[src/rtl/ram_reader_pkg.sv]
// ram_reader_pkg: shared scan-state encoding and end-index clamp for ram_line_reader.
package ram_reader_pkg;
   typedef enum logic [1:0] {IDLE, READ, DRAIN, DONE} state_e;
   function automatic int unsigned clamp_end(input int unsigned e, input int unsigned depth);
      return (e > depth - 1) ? depth - 1 : e;
   endfunction
endpackage

[src/rtl/rd_out_stage.sv]
// rd_out_stage: single-entry valid/ready output register carrying data, index and last.
module rd_out_stage #(
   parameter int WIDTH  = 1,
   parameter int DEPBIT = 10
) (
   input  logic              clk,
   input  logic              rst_n,
   input  logic              en_i,
   input  logic              ready_i,
   input  logic [WIDTH-1:0]  data_i,
   input  logic [DEPBIT-1:0] index_i,
   input  logic              last_i,
   output logic              load_o,
   output logic              valid_o,
   output logic [WIDTH-1:0]  data_o,
   output logic [DEPBIT-1:0] index_o,
   output logic              last_o
);
   logic              valid_q;
   logic [WIDTH-1:0]  data_q;
   logic [DEPBIT-1:0] index_q;
   logic              last_q;
   assign load_o  = en_i && (!valid_q || ready_i);
   assign valid_o = valid_q;
   assign data_o  = data_q;
   assign index_o = index_q;
   assign last_o  = last_q;
   always_ff @(posedge clk) begin
      if (!rst_n) begin
         valid_q <= 1'b0;
         data_q  <= '0;
         index_q <= '0;
         last_q  <= 1'b0;
      end else if (load_o) begin
         valid_q <= 1'b1;
         data_q  <= data_i;
         index_q <= index_i;
         last_q  <= last_i;
      end else if (ready_i) begin
         valid_q <= 1'b0;
      end
   end
endmodule

[src/rtl/ram_line_reader.sv]
// ram_line_reader: walks a RAM address range and streams words out over valid/ready with last.
// Optional RAM_READER_ONES_CNT_EN adds ones_cnt, counting accepted non-zero beats per scan.
module ram_line_reader
   import ram_reader_pkg::*;
#(
   parameter int WIDTH  = 1,
   parameter int DEPTH  = 800,
   parameter int DEPBIT = 10
) (
`ifdef RAM_READER_ONES_CNT_EN
   output logic [DEPBIT:0]   ones_cnt,
`endif
   input  logic              clk,
   input  logic              rst_n,
   input  logic              start,
   input  logic [DEPBIT-1:0] rd_start,
   input  logic [DEPBIT-1:0] rd_end,
   output logic              busy,
   output logic              done,
   output logic [DEPBIT-1:0] raddr,
   input  logic [WIDTH-1:0]  ram_dq,
   output logic              out_valid,
   input  logic              out_ready,
   output logic [WIDTH-1:0]  out_data,
   output logic [DEPBIT-1:0] out_index,
   output logic              out_last
);
   state_e            state_q, state_d;
   logic [DEPBIT-1:0] cur_q, cur_d, end_q, end_d, end_eff;
   logic              ld;
   assign end_eff = DEPBIT'(clamp_end(32'(rd_end), DEPTH));
   assign raddr   = cur_q;
   assign busy    = (state_q == READ) || (state_q == DRAIN);
   assign done    = state_q == DONE;
   // An empty range parks in DRAIN with nothing valid, giving one busy cycle before done.
   always_comb begin
      state_d = state_q;
      cur_d   = cur_q;
      end_d   = end_q;
      case (state_q)
         IDLE: if (start) begin
            cur_d   = rd_start;
            end_d   = end_eff;
            state_d = (rd_start > end_eff) ? DRAIN : READ;
         end
         READ: if (ld) begin
            state_d = (cur_q == end_q) ? DRAIN : READ;
            cur_d   = (cur_q == end_q) ? cur_q : cur_q + DEPBIT'(1);
         end
         DRAIN: state_d = (!out_valid || out_ready) ? DONE : DRAIN;
         default: state_d = IDLE;
      endcase
   end
   always_ff @(posedge clk) begin
      if (!rst_n) begin
         state_q <= IDLE;
         cur_q   <= '0;
         end_q   <= '0;
      end else begin
         state_q <= state_d;
         cur_q   <= cur_d;
         end_q   <= end_d;
      end
   end
   rd_out_stage #(.WIDTH(WIDTH), .DEPBIT(DEPBIT)) u_out (
      .clk     (clk),
      .rst_n   (rst_n),
      .en_i    (state_q == READ),
      .ready_i (out_ready),
      .data_i  (ram_dq),
      .index_i (cur_q),
      .last_i  (cur_q == end_q),
      .load_o  (ld),
      .valid_o (out_valid),
      .data_o  (out_data),
      .index_o (out_index),
      .last_o  (out_last)
   );
`ifdef RAM_READER_ONES_CNT_EN
   logic [DEPBIT:0] ones_q;
   assign ones_cnt = ones_q;
   always_ff @(posedge clk) begin
      if (!rst_n) ones_q <= '0;
      else if (state_q == IDLE && start) ones_q <= '0;
      else if (out_valid && out_ready && |out_data) ones_q <= ones_q + (DEPBIT+1)'(1);
   end
`endif
endmodule

[config.mk]
export PLATFORM = sky130hd
export DESIGN_NAME = ram_line_reader
export DESIGN_NICKNAME = d
export VERILOG_FILES = /design/src/rtl/ram_reader_pkg.sv /design/src/rtl/rd_out_stage.sv /design/src/rtl/ram_line_reader.sv
export SDC_FILE = /design/constraint.sdc
export NUM_CORES = 1
export LEC_CHECK = 0
export BUFFER_PORTS_ARGS = -buffer_cell sky130_fd_sc_hd__buf_2
export CAP_MARGIN = 20
export CORE_ASPECT_RATIO = 0.75
export CORE_UTILIZATION = 49
export DETAILED_ROUTE_END_ITERATION = 7
export PLACE_DENSITY = 0.71
export SLEW_MARGIN = 0
export SYNTH_ARGS = -nofsm -noshare
export SYNTH_HDL_FRONTEND = slang
export SYNTH_HIERARCHICAL = 1
export SYNTH_SLANG_ARGS = --single-unit
[constraint.sdc]
create_clock -name clk -period 3.6 [get_ports clk]
set_input_delay 0.18 -clock clk [delete_from_list [all_inputs] [get_ports clk]]
set_output_delay 0.18 -clock clk [all_outputs]
set_load 0.01 [all_outputs]
==> run metrics <==
clk slew on worst S/H paths=approximately 0.080 ns; Data required, critical path=between 3 and 4 ns; Worst Hold Depth=3; CTS H-tree lvls=2; routability cong.=approximately 0.9; Final #Nets=347; dpl hpwl=3.949 mm; Area Growth Syn to Fin=15.02%; CP startpoint kind=flip-flop; Setup Skew=0.006538 ns; post-route insts no fill=363; Routed wire per std cell=14.56 um; Pwr Density=689.2 nW/um^2; Max-slew headroom=52.09%; Setup violations, final=0; share of cells above drive strength 1=23.70%; Post-CTS Setup Bufs=0; total wire length=between 5 and 6 mm; # hold bufs at CTS=0; fmax=397.8 MHz; minimum clock period=~2.5 ns; Avg Inst Size Synth=8.362 um^2; largest net degree at the start of global routing=38; Die Y=59.91 um; worst slew pin tran=0.7005 ns; Die Span X=approximately 79 um; CP Capture Type=flip-flop; Mapped Area=about 2200 um^2; RSZ-0062 raised after global routing=no; post-route DRC violation count=0; I/O pin count=50; # diodes=0; number of cells on the worst reg-to-reg path=10; outcome=complete, no violations; met1 Track Usage GR=34.51%; Min-Delay Path Class=in -> reg; clk sinks=35; WS Path Type=reg -> reg; met2 Use GR=37.32%; vias in the first global route=about 1900; post-synthesis cell type count=53; initial antenna violation count=0; final worst path period share=69.83%; Max-Cap Viols=0; antenna viol nets, final=0; Port Buffers=49; post-route setup TNS=0 ns; via count=2031; Initial Util=52.43%; DIE AREA=around 4700 um^2; root buf cell=clkbuf_8; Worst EP arrival=2.68 ns; fin. max-slew vios=0; worst skew pair latency=0.29 ns; # rows=20; PnR Total Power=approximately 0.0017 W; Max clock buf depth=2; Resized cells post-CTS=0; Peak VDD IR=0.4460 mV; CORE AREA=4179 um^2; Vias/cell=5.595; busiest grt layer=met2; post-synthesis sequential area ratio=about a third; YS warnings=6; Starting DRT DRC Count=137; dpl cells=355; #FFs+latches synth=35; final count of hold timing violations=0; CTS buffer count=5; post-synthesis cell count=262; Layout fillers=402; gr ovfl total=0; first-pass GRT wire length=8.866 mm; 1st-pass router iterations=4; CTS tree=built; largest fanout on the critical path=23; GR Layer Usage met3=4.122%; post-synth net total=302; hold_ws=0.1262 ns; Total GRT Usage=24.55%; P_leak=1.100 nW
-- cells by family (layout without fill, tap and decap cells) --
group	count (synthesis)	after routing	share of synthesized area, %
and+or+nand+nor	113	113	25.47
AOI/OAI and AO/OA	52	52	17.88
DFF	35	35	31.98
buffers and inverters	23	69	5.711
adders and majority gates	15	15	8.567
muxes	14	14	6.396
xor gates and xnor gates	10	10	3.998
-- report_power, final --
group | leakage (nW) | switching, W | total [W] | internal [W]
clock network | 0.0477 | 0.000145 | 0.000277 | 0.000132
registers | 0.286 | 0.000133 | 0.000620 | 0.000487
logic | 0.766 | 0.000491 | 0.000839 | 0.000348
-- metrics by stage --
| stage | utilization [%] | instance area, um^2 | worst slack (ns) |
|---|---|---|---|
| 3_3_place_gp | 58.29 | 2436 | 1.129 |
| 3_5_place_dp | 58.29 | 2436 | 1.131 |
| 2_1_floorplan | - | 2191 | 1.616 |
| 4_1_cts | 60.30 | 2520 | 1.098 |
| 5_1_grt | 60.30 | 2520 | 0.8912 |
| 6_report | 60.30 | 2520 | 1.086 |
-- cells in the mapped netlist, drive strengths merged --
master	instances	area [um^2]
o32ai	2	32.53
a211oi	6	45.04
nand2	50	187.7
inv	9	33.78
xor2	6	52.55
o211a	1	10.01
nor3	10	61.31
ha	15	187.7
a21boi	1	7.510
nor2	23	86.33
nor2b	5	41.29
a2111oi	1	8.760
clkbuf	6	22.52
nor3b	1	7.510
xnor2	4	35.03
o211ai	4	30.03
mux2i	14	140.1
nand3	7	35.03
nand2b	3	26.27
or2	2	12.51
o21a	1	7.510
o41ai	1	16.27
o21bai	1	7.510
nand4	3	18.77
a31oi	1	6.260
o311ai	5	51.31
o21ai	5	25.02
and2	1	6.260
nor4	3	25.02
or4b	1	10.01
and4b	2	23.77
dfxtp	35	700.7
buf	8	68.81
a21oi	17	85.08
o221a	1	11.26
nor4bb	1	10.01
and3	1	6.260
o31ai	5	47.54
-- cells in the final DEF (no fill, tap or decap), types with 4 or more instances in the layout --
cell / Yosys / routed
a211oi_1: 6 / 6
a21oi_1: 17 / 17
buf_2: 3 / 49
clkbuf_8: 0 / 5
dfxtp_1: 35 / 35
ha_1: 15 / 15
inv_1: 8 / 8
mux2i_1: 14 / 14
nand2_1: 50 / 50
nand3_1: 7 / 7
nor2_1: 23 / 23
nor3_1: 9 / 9
o211ai_1: 4 / 4
xnor2_1: 4 / 4
xor2_1: 6 / 6
-- layout make-up --
| type | instances | area (um^2) | share of cell area (%) |
|---|---|---|---|
| timing repair buffer | 52 | 267.8 | 10.63 |
| tap | 55 | 68.82 | 2.731 |
| clock buffer | 5 | 68.82 | 2.731 |
| clock inverter | 3 | 15.01 | 0.5958 |
| inverter | 9 | 33.78 | 1.341 |
| multi-input combinational | 204 | 1365 | 54.17 |
| sequential | 35 | 700.7 | 27.81 |
-- critical path: stages, from the launching register on --
cell and delay [ns]:
dfxtp_1 0.34, inv_1 0.09, ha_1 0.14, buf_4 0.25, nor2b_2 0.18, buf_4 0.24
nor2b_1 0.13, nor2_1 0.22, o21ai_1 0.30, o311ai_0 0.39, o31ai_1 0.11
-- flip-flops by register name, indices dropped and copies added (netlist names) --
signal	flops
end_q	10
u_out/index_o	10
u_out/data_o	1
u_out/valid_o	1
u_out/last_o	1
state_q	2
raddr	10
-- routing by layer --
layer	wire (um)	vias up
li1	-	1019
met5	0	-
met4	97	0
met3	238	12
met2	2317	54
met1	2630	946
-- path summary, 6_finish.rpt --
kind / endpoint / start / slack, ns
worst max-delay path: raddr[8]$_SDFFE_PN0P_ / state_q[1]$_SDFFE_PN0P_ / 1.09
worst min-delay path: u_out/data_o$_SDFFE_PN0P_ / ram_dq / 0.13
worst min register to register: u_out/index_o[5]$_SDFFE_PN0P_ / u_out/index_o[5]$_SDFFE_PN0P_ / 0.46
worst max register to register: raddr[8]$_SDFFE_PN0P_ / state_q[1]$_SDFFE_PN0P_ / 1.09
No activity file was read; power rests on OpenSTA's default activity.
